--- src/rtl/pipeline_stall_controller.sv ---
// Hazard and sequencing controller for a five-stage pipeline: generates per-stage
// write enables and bubble requests, runs the halt/drain/resume sequence, keeps perf counters.
module pipeline_stall_controller #(
    parameter int CNT_WIDTH   = 32,
    parameter int MEM_TIMEOUT = 16,
    parameter int DRAIN_DEPTH = 4
) (
    input  logic                 clk,
    input  logic                 reset_n,
    input  logic [4:0]           id_rs1_address,
    input  logic [4:0]           id_rs2_address,
    input  logic                 id_uses_rs1,
    input  logic                 id_uses_rs2,
    input  logic [4:0]           ex_rd_address,
    input  logic                 ex_is_load,
    input  logic [1:0]           mem_next_pc_src,
    input  logic                 mem_ram_req,
    input  logic                 ram_ready,
    input  logic                 halt_req,
    input  logic                 resume,
    output logic                 pc_wren,
    output logic                 if_id_wren,
    output logic                 id_ex_wren,
    output logic                 ex_mem_wren,
    output logic                 mem_wb_wren,
    output logic                 if_id_flush,
    output logic                 id_ex_flush,
    output logic                 ex_mem_flush,
    output logic                 halted,
    output logic                 mem_timeout,
    output logic [CNT_WIDTH-1:0] stall_cycles,
    output logic [CNT_WIDTH-1:0] flush_count,
    output logic [1:0]           fsm_state
);
    typedef enum logic [1:0] {
        RUN      = 2'd0,
        MEM_WAIT = 2'd1,
        DRAIN    = 2'd2,
        HALTED   = 2'd3
    } state_t;

    state_t     state, state_next;
    logic [7:0] wait_cnt;
    logic [3:0] drain_cnt, drain_next;
    logic       memw, redir, lu, redir_taken;
    logic [4:0] wren;
    logic [2:0] flush;

    assign memw  = mem_ram_req & ~ram_ready;
    assign redir = (mem_next_pc_src != 2'd0);
    assign lu    = ex_is_load && (ex_rd_address != 5'd0) &&
                   ((id_uses_rs1 && (id_rs1_address == ex_rd_address)) ||
                    (id_uses_rs2 && (id_rs2_address == ex_rd_address)));

    // wren = {pc, if_id, id_ex, ex_mem, mem_wb}; flush = {if_id, id_ex, ex_mem}
    always_comb begin
        state_next  = state;
        drain_next  = drain_cnt;
        wren        = 5'b00000;
        flush       = 3'b000;
        redir_taken = 1'b0;
        case (state)
            RUN, MEM_WAIT, DRAIN: begin
                if (memw) begin
                    if (state == RUN) state_next = MEM_WAIT;
                end else begin
                    if (redir) begin
                        wren        = 5'b11111;
                        flush       = 3'b111;
                        redir_taken = 1'b1;
                    end else if (lu) begin
                        wren  = 5'b00111;
                        flush = 3'b010;
                    end else begin
                        wren = 5'b11111;
                    end
                    if (state == DRAIN) begin
                        // Fetch is blocked while draining; a squashed ID slot keeps IF/ID bubbling.
                        if (!redir) wren[4] = 1'b0;
                        if (redir || !lu) begin
                            wren[3]    = 1'b1;
                            flush[2]   = 1'b1;
                            drain_next = drain_cnt - 4'd1;
                            if (drain_cnt == 4'd1) state_next = HALTED;
                        end
                    end else if (state == MEM_WAIT) begin
                        state_next = RUN;
                    end else if (halt_req) begin
                        state_next = DRAIN;
                        drain_next = 4'(DRAIN_DEPTH);
                    end
                end
            end
            HALTED: begin
                if (resume) state_next = RUN;
            end
            default: state_next = RUN;
        endcase
    end

    // Enables are forced off the moment reset is asserted, independent of the clock.
    assign {pc_wren, if_id_wren, id_ex_wren, ex_mem_wren, mem_wb_wren} = reset_n ? wren : 5'b00000;
    assign {if_id_flush, id_ex_flush, ex_mem_flush} = reset_n ? flush : 3'b000;
    assign fsm_state = state;

    always_ff @(posedge clk or negedge reset_n) begin
        if (!reset_n) begin
            state        <= RUN;
            wait_cnt     <= 8'd0;
            drain_cnt    <= 4'd0;
            halted       <= 1'b0;
            mem_timeout  <= 1'b0;
            stall_cycles <= '0;
            flush_count  <= '0;
        end else begin
            state     <= state_next;
            drain_cnt <= drain_next;
            halted    <= (state_next == HALTED);
            if (memw && state != HALTED) begin
                if (wait_cnt != 8'hff) wait_cnt <= wait_cnt + 8'd1;
                if (wait_cnt == 8'(MEM_TIMEOUT - 1)) mem_timeout <= 1'b1;
            end else begin
                wait_cnt <= 8'd0;
            end
            if (state != HALTED && (memw || lu) && stall_cycles != '1)
                stall_cycles <= stall_cycles + 1'b1;
            if (redir_taken && flush_count != '1)
                flush_count <= flush_count + 1'b1;
        end
    end
endmodule
--- config.mk ---
export PLATFORM = sky130hd
export DESIGN_NAME = pipeline_stall_controller
export DESIGN_NICKNAME = d
export VERILOG_FILES = /design/src/rtl/pipeline_stall_controller.sv
export SDC_FILE = /design/constraint.sdc
export NUM_CORES = 1
export LEC_CHECK = 0
export ABC_CLOCK_PERIOD_IN_PS = 3100
export BUFFER_PORTS_ARGS = -buffer_cell sky130_fd_sc_hd__buf_4
export CAP_MARGIN = 0
export CELL_PAD_IN_SITES_DETAIL_PLACEMENT = 0
export CELL_PAD_IN_SITES_GLOBAL_PLACEMENT = 1
export CORE_MARGIN = 1.5
export CORE_UTILIZATION = 33
export CTS_CLUSTER_SIZE = 30
export DETAILED_ROUTE_END_ITERATION = 6
export PLACE_DENSITY = 0.77
export SETUP_SLACK_MARGIN = 0.05
export SYNTH_ARGS = -nofsm -noshare
export SYNTH_HDL_FRONTEND = slang
export SYNTH_SLANG_ARGS = --single-unit
--- constraint.sdc ---
create_clock -name clk -period 3.1 [get_ports clk]
set_clock_uncertainty 0.2 [all_clocks]
set_input_delay 0.775 -clock clk [delete_from_list [all_inputs] [get_ports clk]]
set_output_delay 0.775 -clock clk [all_outputs]
set_load 0.02 [all_outputs]
## Word level (Yosys, flattened, before mapping)

Cells that the tools add are included.

| word-level totals | value |
|---|---|
| bits in registers | 80 |
| output and inout port bits | 76 |
| word-level logic and storage cells | 81 |

| cells by class | value |
|---|---|
| add/sub/neg operators | 4 |
| equality and inequality tests | 15 |
| muxes and demuxes | 33 |
| bitwise gates (word level) | 3 |
| reduce and logical (&&, ||, !) cells | 19 |

Operators with widths:

| operator | number |
|---|---|
| 32-bit by 1-bit adder with 32-bit output (second input constant) | 2 |
| 32-bit inequality test (second input constant) | 2 |
| 5-bit 2-to-1 mux | 5 |
| 2-bit 2-to-1 mux | 10 |
| 4-bit 2-to-1 mux | 4 |
| 8-bit 2-to-1 mux | 2 |
| 3-bit 2-to-1 mux | 4 |
| 5-bit == test | 2 |
| 8-bit by 1-bit adder with 8-bit output (second input constant) | 1 |
| 8-bit by 4-bit == test with 1-bit output (second input constant) | 1 |
| 1-bit logical AND | 8 |
| 8-bit inequality test (second input constant) | 1 |
| 1-bit 2-to-1 mux | 7 |
| 2-bit == test (second input constant) | 3 |
| 5-bit AND reduction | 1 |
| 5-bit nonzero test | 1 |
| 4-bit by 1-bit == test with 1-bit output (second input constant) | 1 |
| 2-bit by 1-bit inequality test with 1-bit output (second input constant) | 2 |
| 2-bit inequality test (second input constant) | 2 |
| 2-bit one-hot mux with 2 select lines | 1 |
| 2-bit nonzero test | 2 |
| 4-bit by 1-bit subtractor with 4-bit output (second input constant) | 1 |
| 1-bit logical OR | 3 |
| 3-bit OR reduction | 1 |
| 6 further kinds | 7 |

## Logic depth before layout (Yosys ltp)

Gate-level depths: netlist of run 1.

| logic depth | value |
|---|---|
| word-level depth | 11 |
| depth in mapped cells | 8 |
| mapped depth without buffers | 7 |

## Worst setup path after synthesis of run 1

Ideal clock, no wire load.

| timing path | value |
|---|---|
| kind | input to output |
| from | input ex_rd_address[1] |
| to | output pc_wren |
| data arrival time | 1.939 ns |
| setup slack | 0.186 ns |
| cell stages on the path | 6 |
| cells stage by stage | or4_1 > o21ai_2 > inv_2 > nand2_1 > a21oi_1 > nor2_1 |

| between the ends | value |
|---|---|
| cells in the longest elaborated chain, start to end | 11 |

Ends and longest elaborated chain:

| element | RTL line | source |
|---|---|---|
| from (decl) | 14 | `input logic [4:0] ex_rd_address,` |
| 5-bit == test, on equally long branches | 52, 53 |  |
| 1-bit logical AND, on equally long branches | 52, 53 |  |
| 1-bit logical OR | 52 | `((id_uses_rs1 && (id_rs1_address == ex_rd_address)) \|\|` |
| 1-bit logical AND (*) | 51 | `assign lu = ex_is_load && (ex_rd_address != 5'd0) &&` |
| 5-bit 2-to-1 mux (*) | 71 | `end else if (lu) begin` |
| 5-bit 2-to-1 mux (*) | 67 | `if (redir) begin` |
| 1-bit 2-to-1 mux | 79 | `if (!redir) wren[4] = 1'b0;` |
| 2-bit 2-to-1 mux (*) | 77 | `if (state == DRAIN) begin` |
| 5-bit 2-to-1 mux (*) | 64 | `if (memw) begin` |
| 5-bit 2-to-1 mux (*) | 62 | `case (state)` |
| 5-bit 2-to-1 mux (*) | 102 | `assign {pc_wren, if_id_wren, id_ex_wren, ex_mem_wren, mem_wb_wren} = reset_n ? wren : 5'b00000;` |
| to (decl) | 21 | `output logic pc_wren,` |

Every way passes the cells marked *; elsewhere a longest branch is shown, timed or not.

## Worst setup path in the final report of run 1

Ends and elaborated chain as after synthesis.

==> flow_summary.json, run 1 <==
{
  "run_status": "completed",
  "mostFrequentLayoutCells": "111 x sky130_fd_sc_hd__buf_4, 80 x sky130_fd_sc_hd__dfrtp_1, 50 x sky130_fd_sc_hd__xnor2_1",
  "syn-instance-count": 392,
  "critPathTopFamily": "simple AND/OR/NAND/NOR gates",
  "flow.area_growth_from_synthesis_pct": 35.7,
  "dieHeight_um": 113,
  "clk_pin_slew_ns": 0.06,
  "via_count": 3495,
  "tritoncts": "done",
  "io_buffer_count": 101,
  "postRouteWirelength_um": 10800,
  "detailed_place.area_sq_um": 5040,
  "worstMarginPinSlew_ns": 1.03,
  "globalRoute.totalOverflow": 0,
  "synth.top_cell.area_share_pct": 49.8,
  "rows": 40,
  "cts-root-to-sink-buffers": 2,
  "holdBufCountCts": 0,
  "grt_start_max_net_pins": 81,
  "max_stage_delay_ns": 0.57,
  "detail_route.drc_violations": 0,
  "hpwlAfterDp_um": 7770,
  "antenna_cells": 0,
  "maxClockFrequency_ghz": 0.329,
  "hold_path.class": "flop to flop",
  "maxCapViolCount": 0,
  "period_minus_slack_ns": 3.04,
  "synth_area_per_cell_sq_um": 10.3,
  "r2r_slack_ns": 0.63,
  "yosysUniqueCellTypes": 47,
  "hold_path_startpoint": "mem_timeout",
  "antenna_found_initial": 0,
  "switching_share_pct": 33.3,
  "seq_area_frac_synth_pct": 49.8,
  "clkPwrFrac_pct": 30.7,
  "fillCellCount": 1123,
  "synth-edff-count": 0,
  "route.antenna.remaining_nets": 0,
  "timing.hold.worst_path_depth": 1,
  "grt_pass1_wl_um": 17500,
  "worstPathBufferInverterCount": 3,
  "power.switching_uw": 1060,
  "synthesis.nets": 423,
  "wl_per_cell_um": 16.1,
  "timing.critical_path.to_type": "output pin",
  "routed_via_density": 5.24,
  "internal_power_uw": 2120,
  "p_leak_uw": 0.00254,
  "clock-sinks": 80,
  "timing.critical_path.from_type": "primary input",
  "postSynth.asyncResetShare_pct": 100,
  "critical_path.cell_chain": "buf_8 -> or4_4 -> o21ai_4 -> inv_2 -> nand2_2 -> a21oi_2 -> nor2_1 -> buf_4",
  "violation_count_after_the_first_detailed_routing_iteration": 137,
  "fraction_of_the_cycle_the_final_worst_path_needs_pct": 98.1,
  "drt_first_pass_iters": 4,
  "critical_path.reg2reg.startpoint": "flush_count[10]",
  "final_max_slew_viol_count": 0,
  "cts_root_buf": "sky130_fd_sc_hd__clkbuf_16",
  "yosys_most_used_dff": "sky130_fd_sc_hd__dfrtp_1",
  "data_required_time_of_the_worst_path_ns": 2.12,
  "global_route.usage.total_pct": 17.0,
  "die_area_sq_um": 12900,
  "start_util_pct": 33.6,
  "min_delay_worst_endpoint": "mem_timeout",
  "share_of_final_layout_standard_cells_stronger_than_drive_strength_1_pct": 30.2,
  "cts_inserted_buffers": 9,
  "core_sq_um": 12000,
  "power.density_nw_per_um2": 582,
  "reg2reg_depth": 6,
  "layout.core_utilization_pct": 45.7,
  "critical_path_peak_fanout": 3,
  "ys_seq_elements": 80,
  "vdd.ir_drop.worst_mv": 0.193,
  "max_stage_delay_cell_worst_path": "sky130_fd_sc_hd__or4_4",
  "ys_warn_count": 0,
  "critPathArrivalTime_ns": 2.07,
  "vias_in_the_first_global_route": 3373,
  "place.gp.congestion": 0.799,
  "htree_levels": 3,
  "rsz_0062_raised_after_global_routing": "yes",
  "finalNetCount": 546,
  "synth_area_sq_um": 4020,
  "slew-limit-headroom_pct": 31.3,
  "setup_violations": 0,
  "power_frac_comb_pct": 26.9,
  "most_common_cell_after_layout_fill_and_taps_aside": "sky130_fd_sc_hd__buf_4",
  "worstReg2RegEnd": "flush_count[30]",
  "yosysTopAreaCell": "sky130_fd_sc_hd__dfrtp_1",
  "final_hold_viol_count": 0,
  "path_class": "primary input to output pin",
  "clk-insertion-delay-late_ns": 0.33,
  "finalInstanceArea_sq_um": 5460,
  "post_synth_main_area_contributors": "sky130_fd_sc_hd__dfrtp_1 50%, sky130_fd_sc_hd__xnor2_1 11%, sky130_fd_sc_hd__nand4_1 4.8%, sky130_fd_sc_hd__xor2_1 4.6%, sky130_fd_sc_hd__nand3_1 3.9%",
  "pin_count": 102,
  "dieWidth_um": 113,
  "power.sequential.fraction_pct": 42.4
}
repair_timing:
item	4_1_cts	5_1_grt
cloned	0	0
hold endpoints to repair	0	0
pin swaps	5	8
endpoints found under the setup margin	4	29
buffers inserted	5	0
gates resized for setup	11	14
metrics by stage:
| stage | total power, uW | cells | setup WS, ns | TNS (ns) | hold slack, ns |
|---|---|---|---|---|---|
| final | 3180 | 667 | 0.0587 | 0 | 0.275 |
| after CTS | 3180 | 667 | 0.00807 | 0 | 0.279 |
| after floorplan | 1800 | 392 | 0.186 | 0 | 0.248 |
| after global placement | 2160 | 646 | -0.106 | -0.244 | 0.264 |
| after detailed placement | 2190 | 646 | -0.162 | -0.443 | 0.266 |
| after global routing | 3340 | 667 | 0.00629 | 0 | 0.307 |
cells in the mapped netlist, drive strengths merged, types with 2 or more instances:
| cell type | n |
|---|---|
| nor4 | 5 |
| nand2 | 32 |
| and3 | 13 |
| or4 | 4 |
| clkbuf | 5 |
| xnor2 | 52 |
| xor2 | 21 |
| nor3 | 16 |
| nor2 | 25 |
| o21ai | 8 |
| or3 | 2 |
| ha | 5 |
| a21oi | 7 |
| and2 | 5 |
| a31oi | 6 |
| dfrtp | 80 |
| o221ai | 3 |
| nand2b | 3 |
| nand4 | 31 |
| nand3 | 31 |
| buf | 2 |
| and4 | 7 |
| nor3b | 3 |
| inv | 7 |
logic make-up (layout without fill, tap and decap cells):
group | Yosys count | after routing | share of synthesized area [%]
and+or+nand+nor | 183 | 183 | 24.6
DFF | 80 | 80 | 49.8
xor gates and xnor gates | 73 | 73 | 15.9
AOI/OAI and AO/OA | 35 | 35 | 6.16
buffers and inverters | 14 | 142 | 1.49
adders and majority gates | 5 | 5 | 1.55
muxes | 2 | 2 | 0.529
power groups by stage:
stage          logic (uW)  registers [uW]  clock network, uW
2_1_floorplan         377            1420                  0
3_3_place_gp          803            1350                  0
3_5_place_dp          825            1360                  0
4_1_cts               846            1340                995
5_1_grt               934            1360               1040
6_report              855            1350                975
state kept, by name (all words and copies together) (netlist names):
register / count
drain_cnt: 4
flush_count: 32
stall_cycles: 32
halted: 1
fsm_state: 2
wait_cnt: 8
mem_timeout: 1
worst reg2reg max path, cell delays in order (launching register included):
cell and delay, ns:
sky130_fd_sc_hd__dfrtp_1 0.44, sky130_fd_sc_hd__nand4_1 0.24, sky130_fd_sc_hd__nor3_1 0.50, sky130_fd_sc_hd__nand4_1 0.29, sky130_fd_sc_hd__nor2_1 0.30, sky130_fd_sc_hd__nor3b_1 0.26
sky130_fd_sc_hd__xnor2_1 0.15
cell type report:
cell class / count / area, sq um / share of cell area [%]
clock buffers: 13 / 250 / 4.58
repair buffers: 119 / 940 / 17.2
well taps: 147 / 184 / 3.37
flip-flops and latches: 80 / 2000 / 36.7
clock inverters: 3 / 17.5 / 0.321
inverters: 7 / 26.3 / 0.481
multi-input cells: 298 / 2040 / 37.4
per-layer routing:
| metal | vias up | wire length (um) | GRT usage (%) |
|---|---|---|---|
| met5 | - | 0 | 0 |
| met2 | 87 | 5190 | 26.1 |
| met4 | 0 | 78 | 5.58 |
| met3 | 11 | 514 | 3.29 |
| li1 | 1667 | - | - |
| met1 | 1730 | 4980 | 24.4 |
how the worst max path moves through the flow:
stage                startpoint  depth (start not counted)          to
6_report       ex_rd_address[1]                          8     pc_wren
5_1_grt        ex_rd_address[1]                          8     pc_wren
4_1_cts        ex_rd_address[1]                          8  if_id_wren
3_5_place_dp   ex_rd_address[0]                          8  if_id_wren
3_3_place_gp   ex_rd_address[0]                          8  if_id_wren
2_1_floorplan  ex_rd_address[1]                          6     pc_wren
Power figures use the tool's default switching activity.
==> run 2, diff against run 1 <==
--- a/config.mk
+++ b/config.mk
@@ -5,7 +5,7 @@
 export SDC_FILE = /design/constraint.sdc
 export NUM_CORES = 1
 export LEC_CHECK = 0
-export ABC_CLOCK_PERIOD_IN_PS = 3100
+export ABC_CLOCK_PERIOD_IN_PS = 2600
 export BUFFER_PORTS_ARGS = -buffer_cell sky130_fd_sc_hd__buf_4
 export CAP_MARGIN = 0
 export CELL_PAD_IN_SITES_DETAIL_PLACEMENT = 0
@@ -14,7 +14,7 @@
 export CORE_UTILIZATION = 33
 export CTS_CLUSTER_SIZE = 30
 export DETAILED_ROUTE_END_ITERATION = 6
-export PLACE_DENSITY = 0.77
+export PLACE_DENSITY = 0.8
 export SETUP_SLACK_MARGIN = 0.05
 export SYNTH_ARGS = -nofsm -noshare
 export SYNTH_HDL_FRONTEND = slang
==> constraint.sdc (replaced) <==
create_clock -name clk -period 2.6 [get_ports clk]
set_clock_uncertainty 0.2 [all_clocks]
set_input_delay 0.65 -clock clk [delete_from_list [all_inputs] [get_ports clk]]
set_output_delay 0.65 -clock clk [all_outputs]
set_load 0.02 [all_outputs]
==> run 2 against run 1 <==
  * The flow now finishes with violations (setup timing)
  * Hold slack got worse by 0.0012 ns
  * Global-route usage decreased by 1.0 points
  * Die area unchanged
  * Total power increased by 18%
  * Count of clock-buffer cells in the layout unchanged
  * Sequential share of layout area decreased by 0.77 points
  * First-iteration DRC count decreased by 23%
  * Register-to-register slack got worse by 0.41 ns
  * Core utilization increased by 0.98 points
  * Wire length decreased by 6.8%
  * Final area increased by 2.2%
  * Critical endpoint is now if_id_wren
==> flow_summary.json, run 2 (same netlist as run 1, synthesis figures left out) <==
{
  "run_status": "finished with violations",
  "failed_checks": "setup timing",
  "multiInputGateArea_sq_um": 2080,
  "power.switching_uw": 1210,
  "p_leak_uw": 0.00263,
  "tritoncts": "done",
  "clk_pin_slew_ns": 0.05,
  "timing.critical_path.from_type": "primary input",
  "power.density_nw_per_um2": 673,
  "setup_violations": 4,
  "routed_via_density": 5.09,
  "critical_path.reg2reg.startpoint": "stall_cycles[1]",
  "critPathArrivalTime_ns": 1.89,
  "drt_first_pass_iters": 4,
  "data_required_time_of_the_worst_path_ns": 1.75,
  "cts-root-to-sink-buffers": 2,
  "detail_route.drc_violations": 0,
  "timing.hold.worst_path_depth": 1,
  "hold_path_startpoint": "mem_timeout",
  "mostFrequentLayoutCells": "125 x sky130_fd_sc_hd__buf_4, 80 x sky130_fd_sc_hd__dfrtp_1, 48 x sky130_fd_sc_hd__xnor2_1",
  "grt_start_max_net_pins": 81,
  "holdBufCountCts": 0,
  "setup_slack_after_layout_ns": -0.143,
  "power.sequential.fraction_pct": 42.3,
  "critical_path.cell_chain": "buf_8 -> or4_4 -> o21ai_4 -> inv_2 -> nand3_2 -> and2_4 -> buf_6",
  "clkPwrFrac_pct": 29.8,
  "core_sq_um": 12000,
  "violation_count_after_the_first_detailed_routing_iteration": 106,
  "pin_count": 102,
  "power_frac_comb_pct": 27.9,
  "start_util_pct": 33.6,
  "switching_share_pct": 32.2,
  "rsz_0062_raised_after_global_routing": "yes",
  "antenna_cells": 0,
  "htree_levels": 3,
  "critical_path_peak_fanout": 3,
  "grt_pass1_wl_um": 16600,
  "antenna_found_initial": 0,
  "io_buffer_count": 101,
  "detailed_place.area_sq_um": 5160,
  "finalInstanceArea_sq_um": 5580,
  "via_count": 3458,
  "wl_per_cell_um": 14.8,
  "finalNetCount": 560,
  "hold-worst-slack_ns": 0.273,
  "maxCapViolCount": 0,
  "globalRoute.totalOverflow": 0,
  "global_route.usage.total_pct": 16.0,
  "setup.worst_path.start": "ex_rd_address[1]",
  "r2r_slack_ns": 0.22,
  "rows": 40,
  "internal_power_uw": 2540,
  "postRouteWirelength_um": 10000,
  "hold_path.class": "flop to flop",
  "place.gp.congestion": 0.821,
  "clk-insertion-delay-late_ns": 0.33,
  "reg2reg_depth": 7,
  "dieHeight_um": 113,
  "worstMarginPinSlew_ns": 1.02,
  "max_stage_delay_cell_worst_path": "sky130_fd_sc_hd__or4_4",
  "vdd.ir_drop.worst_mv": 0.295,
  "hpwlAfterDp_um": 7260,
  "most_common_cell_after_layout_fill_and_taps_aside": "sky130_fd_sc_hd__buf_4",
  "route.antenna.remaining_nets": 0,
  "final_max_slew_viol_count": 0,
  "flow.area_growth_from_synthesis_pct": 38.7,
  "timing.critical_path.to_type": "output pin",
  "max_stage_delay_ns": 0.55,
  "vias_in_the_first_global_route": 3317,
  "largest_registers": "flush_count x32, stall_cycles x32, wait_cnt x8",
  "cts_root_buf": "sky130_fd_sc_hd__clkbuf_16",
  "fillCellCount": 1123,
  "final_hold_viol_count": 0,
  "maxClockFrequency_ghz": 0.365,
  "layout.core_utilization_pct": 46.6,
  "slew-limit-headroom_pct": 31.8,
  "ff_latch_area_sq_um": 2000,
  "setup-tns-final_ns": -0.538,
  "fraction_of_the_cycle_the_final_worst_path_needs_pct": 105,
  "clock-sinks": 80,
  "share_of_final_layout_standard_cells_stronger_than_drive_strength_1_pct": 32.3,
  "die_area_sq_um": 12900,
  "path_class": "primary input to output pin",
  "dieWidth_um": 113,
  "cts_inserted_buffers": 9,
  "period_minus_slack_ns": 2.74
}
-- run 2: cell types whose count changed in the layout (fill, tap and decap cells not counted), sizes merged --
cell | before | now
clkinv | 2 | 1
clkinvlp | 1 | 0
buf | 119 | 133
-- run 2: layout make-up --
type	instances	share of cell area [%]
timing repair buffer	133	18.5
sequential	80	35.9
multi-input combinational	298	37.3
tap	147	3.30
inverter	7	0.471
clock inverter	1	0.0897
clock buffer	13	4.49
-- run 2: repair_timing --
item | 4_1_cts | 5_1_grt
setup endpoints to repair | 4 | 19
pin swaps | 6 | 11
buffers inserted | 1 | 2
resized for setup | 8 | 21
-- run 2: final timing paths --
path | endpoint
max reg2reg | stall_cycles[15]
max in group asynchronous | stall_cycles[4]
max | if_id_wren
min | mem_timeout
min in group asynchronous | flush_count[6]
min reg2reg | mem_timeout
-- run 2: power by group through the flow --
stage                     clock, uW  combinational [uW]  sequential [uW]
after floorplan                   0                 452             1690
after global placement            0                 997             1600
after detailed placement          0                1020             1600
after CTS                      1150                1030             1590
after global routing           1200                1160             1610
final                          1120                1050             1590
-- run 2: per-stage QoR --
step | total power (uW) | worst slack (ns) | std cells
global placement | 2600 | -0.199 | 662
CTS | 3760 | -0.155 | 677
global route | 3970 | -0.200 | 679
floorplan | 2140 | -0.0149 | 392
detailed placement | 2620 | -0.223 | 662
finish | 3760 | -0.143 | 679
-- run 2: metal layers --
layer / GRT usage, % / up-vias / part of all wire (%)
met5: 0 / - / 0
met3: 3.19 / 9 / 4.3
met4: 5.50 / 0 / 1.3
li1: - / 1685 / -
met2: 23.7 / 76 / 45
met1: 23.6 / 1688 / 49
-- run 2: worst max-delay path, delay by kind of cell --
kind	cells	cell delay (ns)
AND/OR/NAND/NOR	3	0.78
AO/OA/AOI/OAI	1	0.18
buffers and inverters	3	0.29
